<file path="config.mk">
export PLATFORM = sky130hd
export DESIGN_NAME = exu_md
export DESIGN_NICKNAME = d
export VERILOG_FILES = /design/src/rtl/exu_md.sv
export SDC_FILE = /design/constraint.sdc
export NUM_CORES = 1
export LEC_CHECK = 0
export ABC_AREA = 0
export ABC_CLOCK_PERIOD_IN_PS = 9100
export BUFFER_PORTS_ARGS = -buffer_cell sky130_fd_sc_hd__buf_2
export CAP_MARGIN = 20
export CORE_MARGIN = 2
export CORE_UTILIZATION = 50
export CTS_BUF_LIST = sky130_fd_sc_hd__clkbuf_8
export CTS_CLUSTER_DIAMETER = 100
export CTS_CLUSTER_SIZE = 20
export DETAILED_ROUTE_END_ITERATION = 10
export PLACE_DENSITY = 0.79
export SYNTH_ARGS = -nofsm -noshare
export SYNTH_HDL_FRONTEND = slang
export SYNTH_SLANG_ARGS = --single-unit
</file>
<file path="constraint.sdc">
create_clock -name clock -period 9.1 [get_ports clock]
set_input_delay 2.275 -clock clock [delete_from_list [all_inputs] [get_ports clock]]
set_output_delay 2.275 -clock clock [all_outputs]
set_load 0.005 [all_outputs]
</file>
<file path="src/rtl/exu_md.sv">
// exu_md: execute stage with a registered valid/ready output and an
// iterative RV M-extension path (one multiply or divide bit per cycle).
// Non-M results and M special cases finish in one cycle; other M ops run
// for XLEN iterations in BUSY, then are sign-fixed and loaded from DONE.
module exu_md #(
  parameter int XLEN  = 32,
  parameter int CNT_W = $clog2(XLEN) + 1
) (
  input  logic            clock,
  input  logic            reset,
  input  logic            e_valid_i,
  output logic            e_ready_o,
  input  logic            is_md_i,
  input  logic [2:0]      md_op_i,
  input  logic [XLEN-1:0] src1_i,
  input  logic [XLEN-1:0] src2_i,
  input  logic [XLEN-1:0] alu_res_i,
  input  logic [XLEN-1:0] npc_i,
  input  logic            cnd_i,
  output logic            e_valid_o,
  input  logic            e_ready_i,
  output logic [XLEN-1:0] res_o,
  output logic [XLEN-1:0] npc_o,
  output logic            cnd_o
);

  typedef enum logic [1:0] {IDLE, BUSY, DONE} state_t;

  state_t            state, state_nxt;
  logic [2:0]        op_q;
  logic              s1_q, s2_q;
  logic [XLEN-1:0]   opd_q;   // multiplicand (mul) or divisor (div) magnitude
  logic [XLEN-1:0]   hi_q;    // product high half / partial remainder
  logic [XLEN-1:0]   lo_q;    // multiplier bits / dividend bits -> quotient
  logic [XLEN-1:0]   npc_q;
  logic [CNT_W-1:0]  cnt;

  logic              out_free, accept, cnt_last;
  logic              s1_sgn, s2_sgn, s1, s2;
  logic [XLEN-1:0]   mag1, mag2;
  logic              div_zero, div_ovf, md_special, md_start;
  logic [XLEN-1:0]   special_res;
  logic [XLEN:0]     mul_sum, div_sh, div_diff;
  logic [2*XLEN-1:0] prod, prod_s;
  logic [XLEN-1:0]   quo_s, rem_s, md_res;
  logic              load_fast, load_md;

  // The output slot is free when empty or draining this cycle.
  assign out_free  = !e_valid_o || e_ready_i;
  assign e_ready_o = (state == IDLE) && out_free;
  assign accept    = e_valid_i && e_ready_o;
  assign cnt_last  = (cnt == CNT_W'(XLEN - 1));

  // Operand decode: sign flags exist only for the signed operands of each op.
  always_comb begin
    s1_sgn      = (md_op_i != 3'd3) && (md_op_i != 3'd5) && (md_op_i != 3'd7);
    s2_sgn      = (md_op_i == 3'd0) || (md_op_i == 3'd1) ||
                  (md_op_i == 3'd4) || (md_op_i == 3'd6);
    s1          = s1_sgn && src1_i[XLEN-1];
    s2          = s2_sgn && src2_i[XLEN-1];
    mag1        = s1 ? -src1_i : src1_i;
    mag2        = s2 ? -src2_i : src2_i;
    div_zero    = (src2_i == '0);
    div_ovf     = ((md_op_i == 3'd4) || (md_op_i == 3'd6)) &&
                  (src1_i == {1'b1, {(XLEN-1){1'b0}}}) && (src2_i == '1);
    md_special  = md_op_i[2] && (div_zero || div_ovf);
    special_res = div_zero ? (md_op_i[1] ? src1_i : '1)
                           : (md_op_i[1] ? '0 : src1_i);
    md_start    = accept && is_md_i && !md_special;
    load_fast   = accept && !md_start;
    load_md     = (state == DONE) && out_free;
  end

  // One iteration of shift-add multiply and restoring divide, plus final sign fix.
  always_comb begin
    mul_sum  = {1'b0, hi_q} + (lo_q[0] ? {1'b0, opd_q} : '0);
    div_sh   = {hi_q, lo_q[XLEN-1]};
    div_diff = div_sh - {1'b0, opd_q};
    prod     = {hi_q, lo_q};
    prod_s   = (s1_q ^ s2_q) ? -prod : prod;
    quo_s    = (s1_q ^ s2_q) ? -lo_q : lo_q;
    rem_s    = s1_q ? -hi_q : hi_q;
    if (op_q[2])
      md_res = op_q[1] ? rem_s : quo_s;
    else
      md_res = (op_q[1:0] == 2'd0) ? prod_s[XLEN-1:0] : prod_s[2*XLEN-1:XLEN];
  end

  // State register.
  always_ff @(posedge clock) begin
    if (reset) state <= IDLE;
    else       state <= state_nxt;
  end

  // Next-state logic; DONE waits for the output slot to free up.
  always_comb begin
    state_nxt = state;
    case (state)
      IDLE:    if (md_start) state_nxt = BUSY;
      BUSY:    if (cnt_last) state_nxt = DONE;
      DONE:    if (out_free) state_nxt = IDLE;
      default: state_nxt = IDLE;
    endcase
  end

  // Iterative datapath: latch magnitudes on start, step once per BUSY cycle.
  always_ff @(posedge clock) begin
    if (reset) begin
      cnt   <= '0;
      op_q  <= '0;
      s1_q  <= 1'b0;
      s2_q  <= 1'b0;
      opd_q <= '0;
      hi_q  <= '0;
      lo_q  <= '0;
      npc_q <= '0;
    end else if (md_start) begin
      cnt   <= '0;
      op_q  <= md_op_i;
      s1_q  <= s1;
      s2_q  <= s2;
      opd_q <= md_op_i[2] ? mag2 : mag1;
      hi_q  <= '0;
      lo_q  <= md_op_i[2] ? mag1 : mag2;
      npc_q <= npc_i;
    end else if (state == BUSY) begin
      cnt <= cnt_last ? '0 : cnt + CNT_W'(1);
      if (op_q[2]) begin
        if (!div_diff[XLEN]) begin
          hi_q <= div_diff[XLEN-1:0];
          lo_q <= {lo_q[XLEN-2:0], 1'b1};
        end else begin
          hi_q <= div_sh[XLEN-1:0];
          lo_q <= {lo_q[XLEN-2:0], 1'b0};
        end
      end else begin
        hi_q <= mul_sum[XLEN:1];
        lo_q <= {mul_sum[0], lo_q[XLEN-1:1]};
      end
    end
  end

  // Output register: load a new result, else drop valid once it transfers.
  always_ff @(posedge clock) begin
    if (reset) begin
      e_valid_o <= 1'b0;
      res_o     <= '0;
      npc_o     <= '0;
      cnd_o     <= 1'b0;
    end else if (load_fast) begin
      e_valid_o <= 1'b1;
      res_o     <= is_md_i ? special_res : alu_res_i;
      npc_o     <= npc_i;
      cnd_o     <= is_md_i ? 1'b0 : cnd_i;
    end else if (load_md) begin
      e_valid_o <= 1'b1;
      res_o     <= md_res;
      npc_o     <= npc_q;
      cnd_o     <= 1'b0;
    end else if (e_ready_i) begin
      e_valid_o <= 1'b0;
    end
  end

endmodule

</file>
# [After elaboration in Yosys (flattened, before gate mapping)]
# Cells that the tools add are included.
[word_totals] regBits=207
[classes] addsub=8 eq_ne=14 n_mux=36 bitwise=1 n_reduce_logical=31
[ops] operator="32-bit two-way mux" count=23
[ops] operator="32-bit negator" count=4
[ops] operator="32-bit == test, second input constant" count=2
[ops] operator="64-bit two-way mux" count=1
[ops] operator="64-bit negator" count=1
[ops] operator="32-bit by 32-bit adder with 33-bit output" count=1
[ops] operator="33-bit by 32-bit subtractor with 33-bit output" count=1
[ops] operator="32-bit logical NOT" count=1
[ops] operator="1-bit logical AND" count=13
[ops] operator="1-bit two-way mux" count=7
[ops] operator="6-bit by 1-bit adder with 6-bit output, second input constant" count=1
[ops] operator="3-bit == test, second input constant" count=2
[ops] operator="6-bit by 5-bit == test with 1-bit output, second input constant" count=1
[ops] operator="1-bit logical OR" count=6
[ops] operator="2-bit two-way mux" count=3
[ops] operator="6-bit two-way mux" count=1
[ops] operator="2-bit inequality test, second input constant" count=3
[ops] operator="3-bit inequality test, second input constant" count=2
[ops] operator="2-bit one-hot mux with 3 select lines" count=1
[ops] operator="2-bit logical NOT" count=2
[ops] operator="2-bit nonzero test" count=2
[ops] operator="3-bit by 1-bit == test with 1-bit output, second input constant" count=1
[ops] operator="1-bit logical NOT" count=3
[ops] operator="3-bit logical NOT" count=1
[ops] operator="other kinds (7)" count=7

# [Logic depth before layout (Yosys ltp)]
[logic_depth] depth_word=11 depth_mapped=15 ltp_nobuf=12

# [Worst setup path before layout]
# No wires, ideal clock.
[synth_timing] path_type="input port to output port" startpoint="in e_ready_i" endpoint="out e_ready_o" t_arrival_ps=2549 t_required_ps=6825 slack_ps=4276 cell_stages=2 path_buffers=0 path_cell_list="nor2b_1 > nor3_1"
[synth_via] elab_chain_len=2
[synth_lines] element="from (decl)" line="21" source="input logic e_ready_i,"
[synth_lines] element="1-bit logical OR" line="49" source="assign out_free = !e_valid_o || e_ready_i;"
[synth_lines] element="1-bit logical AND" line="50" source="assign e_ready_o = (state == IDLE) && out_free;"
[synth_lines] element="to (decl)" line="12" source="output logic e_ready_o,"
# No other way between the ends.

# [Final worst setup path]
[layout_timing] startpoint="in src1_i[2]" endpoint="reg hi_q[18]"
[layout_via] elab_chain_len=8
[layout_lines] element="from (decl)" line="15" source="input logic [XLEN-1:0] src1_i,"
[layout_lines] element="32-bit == test" line="65" source="(src1_i == {1'b1, {(XLEN-1){1'b0}}}) && (src2_i == '1);"
[layout_lines] element="1-bit logical AND" line="64" source="div_ovf = ((md_op_i == 3'd4) || (md_op_i == 3'd6)) &&"
[layout_lines] element="1-bit logical AND" line="65"
[layout_lines] element="1-bit logical OR" line="66" source="md_special = md_op_i[2] && (div_zero || div_ovf);"
[layout_lines] element="1-bit logical AND" line="66"
[layout_lines] element="1-bit logical NOT" line="69" source="md_start = accept && is_md_i && !md_special;"
[layout_lines] element="1-bit logical AND" line="69"
[layout_lines] element="2-bit OR reduction (no source line)"
[layout_lines] element="to (signal assigned)" line="130" source="hi_q <= div_diff[XLEN-1:0];"
[layout_lines] element="to (signal assigned)" line="133" source="hi_q <= div_sh[XLEN-1:0];"
[layout_lines] element="to (signal assigned)" line="137" source="hi_q <= mul_sum[XLEN:1];"
[layout_lines] element="to (decl)" line="33" source="logic [XLEN-1:0] hi_q;"
# No other way between the ends.
# A chain may end at the register's enable or synchronous reset.

==> out/qor.json <==
{
  "timing": {
    "pins_over_their_slew_limit": 0,
    "max_slew_margin_pct": 20.62,
    "timing_limited_maximum_frequency_ghz": 0.1713,
    "layout_min_cycle_time_ns": 5.837,
    "rsz_0062_raised_after_global_routing": "no",
    "report.final.setup_viol": 0,
    "fin_hold_ws_ns": 0.4590,
    "worstMarginPinSlew_ns": 1.161,
    "hold_violations": 0,
    "totalNegativeSetupSlack_ns": 0,
    "final_critical_path_share_of_the_clock_period_pct": 64.15,
    "fin_worst_skew_ns": 0.02522
  },
  "power": {
    "static-leakage-power_nw": 7.417,
    "fin_total_pwr_w": 0.002569,
    "pwr-share-comb_pct": 40.9,
    "net_switching_fraction_of_the_power_pct": 41.21,
    "pwr-share-seq_pct": 40.5,
    "total_switching_power_w": 0.001059,
    "ir_worst_vdd_v": 0.0001294,
    "total_internal_power_w": 0.001510,
    "p_clk_share_pct": 18.5,
    "powerDensity_nw_per_um2": 134.6
  },
  "placement": {
    "port-buffer-count": 203,
    "final_weighted_congestion_in_routability_driven_placement": 1.008,
    "inst_count_dp": 2960,
    "detailed_place_hpwl_um": 50190
  },
  "die": {
    "io-pin-count": 204,
    "die_height_um": 192.7,
    "design.die.area_um2": 37110,
    "row_count": 69,
    "chipWidth_um": 192.7,
    "initial_utilization_pct": 50.40,
    "core_ar_um2": 35310
  },
  "critical_path": {
    "critical_path.startpoint_type": "input port",
    "worstReg2RegEnd": "hi_q[9]$_SDFFE_PP0P_",
    "cpLargestDelayFamily": "simple AND/OR/NAND/NOR gates",
    "cp.buffers_inverters": 1,
    "r2r_cells": 13,
    "cp_max_fo": 54,
    "cp_slowest_cell": "sky130_fd_sc_hd__o31ai_1",
    "slowest_delay_ns": 0.70,
    "reg2reg_from": "lo_q[31]$_SDFFE_PP0P_",
    "crit_required_ns": 9.58,
    "reg2reg_slack_ns": 4.73,
    "criticalPathCategory": "in -> reg",
    "cell_chain_critical_path": "buf_2, nor4_1, and3_1, nand3_1, o31ai_1, a211o_4, nand2b_1, nor2_1, a22oi_1, o21ai_0",
    "worst-endpoint-arrival_ns": 6.32,
    "nature_of_the_critical_path_endpoint": "flip-flop"
  },
  "route": {
    "drt-total-wl_um": 66400,
    "detail_route.vias_per_cell": 6.580,
    "drc": 0,
    "router_iterations_before_antenna_repair": 8,
    "route.antenna.remaining_nets": 0,
    "route.vias.total": 19610,
    "route.detailed.wl_per_inst_um": 22.28,
    "detailedRoute.firstIterationViolations": 2451
  },
  "status": {
    "run_status": "completed"
  },
  "worst_hold_path": {
    "worst_hold_startpoint": "npc_o[7]$_SDFFE_PP0P_",
    "min_path_type": "reg -> reg",
    "worstHoldPathCells": 2,
    "worstHoldEndpoint": "npc_o[7]$_SDFFE_PP0P_"
  },
  "synthesis": {
    "synthDistinctLibCells": 82,
    "synth-edff-count": 0,
    "synth_area_leaders": "sky130_fd_sc_hd__dfxtp_1, sky130_fd_sc_hd__a21oi_1, sky130_fd_sc_hd__nand2_1, sky130_fd_sc_hd__xor2_1, sky130_fd_sc_hd__ha_1",
    "ys_seq_elements": 207,
    "synthDominantCellAreaShare_pct": 23.29,
    "syn_nets": 2674,
    "synthArstFlopShare_pct": 0,
    "postSynthAreaPerCell_um2": 7.219,
    "syn_inst": 2465,
    "synth.cell_area_um2": 17790,
    "seq_area_frac_synth_pct": 23.29,
    "yosysWarningCount": 0,
    "ranking_of_synthesized_cells_by_instance_count": "sky130_fd_sc_hd__nand2_1, sky130_fd_sc_hd__a21oi_1, sky130_fd_sc_hd__nor2_1, sky130_fd_sc_hd__dfxtp_1, sky130_fd_sc_hd__clkbuf_1",
    "yosys.cell_count.top_type": "sky130_fd_sc_hd__nand2_1",
    "synth.largest_area_cell": "sky130_fd_sc_hd__dfxtp_1",
    "ys.flop_type": "sky130_fd_sc_hd__dfxtp_1"
  },
  "layout": {
    "num-fill-cells": 3412,
    "utilization_pct": 54.04,
    "instances_no_fill": 2980,
    "multiInputGateArea_um2": 12660,
    "finalNetCount": 2725,
    "post_route_cells_drive_above_1_share_pct": 12.07,
    "final-seq-area_um2": 4148,
    "layout-area-overhead-vs-synth_pct": 7.236
  },
  "global_route": {
    "grt_overflow_total": 0,
    "via_count_of_the_first_global_routing_pass": 17360,
    "grt_antenna_before_repair": 0,
    "grt_start_max_net_pins": 100,
    "grt.total_usage_pct": 34.09,
    "grt_first_pass_wirelength_um": 99290
  },
  "clock_tree": {
    "cts_tree": "yes",
    "post_cts_resize_count": 0,
    "cts.path.max_buffers": 3,
    "clkSinkCount": 207,
    "cts-hold-fix-buffers": 0,
    "cts_made_buffers": 14,
    "cts_htree_levels": 1,
    "worstSkewPairLatency_ns": 0.56,
    "clkSlewWorstSetupHoldPaths_ns": 0.14,
    "postCtsSetupRepairBufs": 0,
    "clock_tree.root_cell": "sky130_fd_sc_hd__clkbuf_8"
  },
  "job": {
    "max_cap_viol_count": 0
  }
}
[final cells by class]
| class | count | area share, % |
|---|---|---|
| inverter | 71 | 1.397 |
| timing repair buffer | 228 | 6.308 |
| tap | 461 | 3.023 |
| clock inverter | 3 | 0.1049 |
| antenna | 1 | 0.01311 |
| multi-input combinational | 1994 | 66.34 |
| sequential | 207 | 21.74 |
| clock buffer | 15 | 1.082 |
[metal layers]
layer	track usage [%]	vias to the layer above	share of wire, %
met1	46.67	9213	41
li1	-	9003	-
met3	6.674	213	11
met2	52.25	1178	43
met4	13.95	0	5.0
met5	0	-	0
[worst min-delay path, cell delays in order, from the launching register on]
cell                      delay, ns
sky130_fd_sc_hd__dfxtp_1       0.32
sky130_fd_sc_hd__nand2_1       0.05
sky130_fd_sc_hd__a21oi_1       0.05
[flip-flops by register name (all words and copies together) (netlist names)]
register   flops
state          2
s1_q           1
op_q           3
cnt            6
hi_q          32
opd_q         32
npc_q         32
cnd_o          1
e_valid_o      1
s2_q           1
lo_q          32
npc_o         32
res_o         32
[worst max-delay path by stage]
stage	depth (start not counted)	start	slack (ns)	endpoint
4_1_cts	10	src1_i[2]	3.37	hi_q[12]$_SDFFE_PP0P_
6_report	10	src1_i[2]	3.26	hi_q[18]$_SDFFE_PP0P_
3_3_place_gp	10	src1_i[13]	3.01	hi_q[7]$_SDFFE_PP0P_
5_1_grt	10	src1_i[2]	2.94	hi_q[18]$_SDFFE_PP0P_
2_1_floorplan	2	e_ready_i	4.28	e_ready_o
3_5_place_dp	10	src1_i[2]	2.82	hi_q[10]$_SDFFE_PP0P_
[stage by stage]
stage	setup WS (ns)	cell area [um^2]
floorplan	4.276	17790
global placement	3.007	18850
detailed placement	2.818	18850
CTS	3.373	19070
global route	2.939	19080
finish	3.263	19080
[cells by family after synthesis]
group | synth area share [%]
AOI/OAI and AO/OA | 29.07
and+or+nand+nor | 20.48
buffers and inverters | 5.949
DFF | 23.29
xor gates and xnor gates | 9.696
adders and majority gates | 6.778
muxes | 4.739
[power by group through the flow]
stage | logic [W] | clock network, W | registers, W
final | 0.00105 | 0.000476 | 0.00104
after global routing | 0.00113 | 0.000500 | 0.00105
after CTS | 0.00102 | 0.000474 | 0.00104
after detailed placement | 0.00102 | 0 | 0.00106
after global placement | 0.000998 | 0 | 0.00105
after floorplan | 0.000742 | 0 | 0.00102
[layout by cell type (no fill, tap or decap), types with 69 or more instances in the layout]
cell type / netlist / routed
sky130_fd_sc_hd__a21oi_1: 278 / 278
sky130_fd_sc_hd__buf_2: 9 / 202
sky130_fd_sc_hd__dfxtp_1: 207 / 206
sky130_fd_sc_hd__ha_1: 70 / 70
sky130_fd_sc_hd__inv_1: 68 / 69
sky130_fd_sc_hd__nand2_1: 334 / 334
sky130_fd_sc_hd__nor2_1: 222 / 220
sky130_fd_sc_hd__o211ai_1: 70 / 70
sky130_fd_sc_hd__o21ai_0: 140 / 140
sky130_fd_sc_hd__xnor2_1: 96 / 96
sky130_fd_sc_hd__xor2_1: 101 / 100
Power figures use the tool's default switching activity.
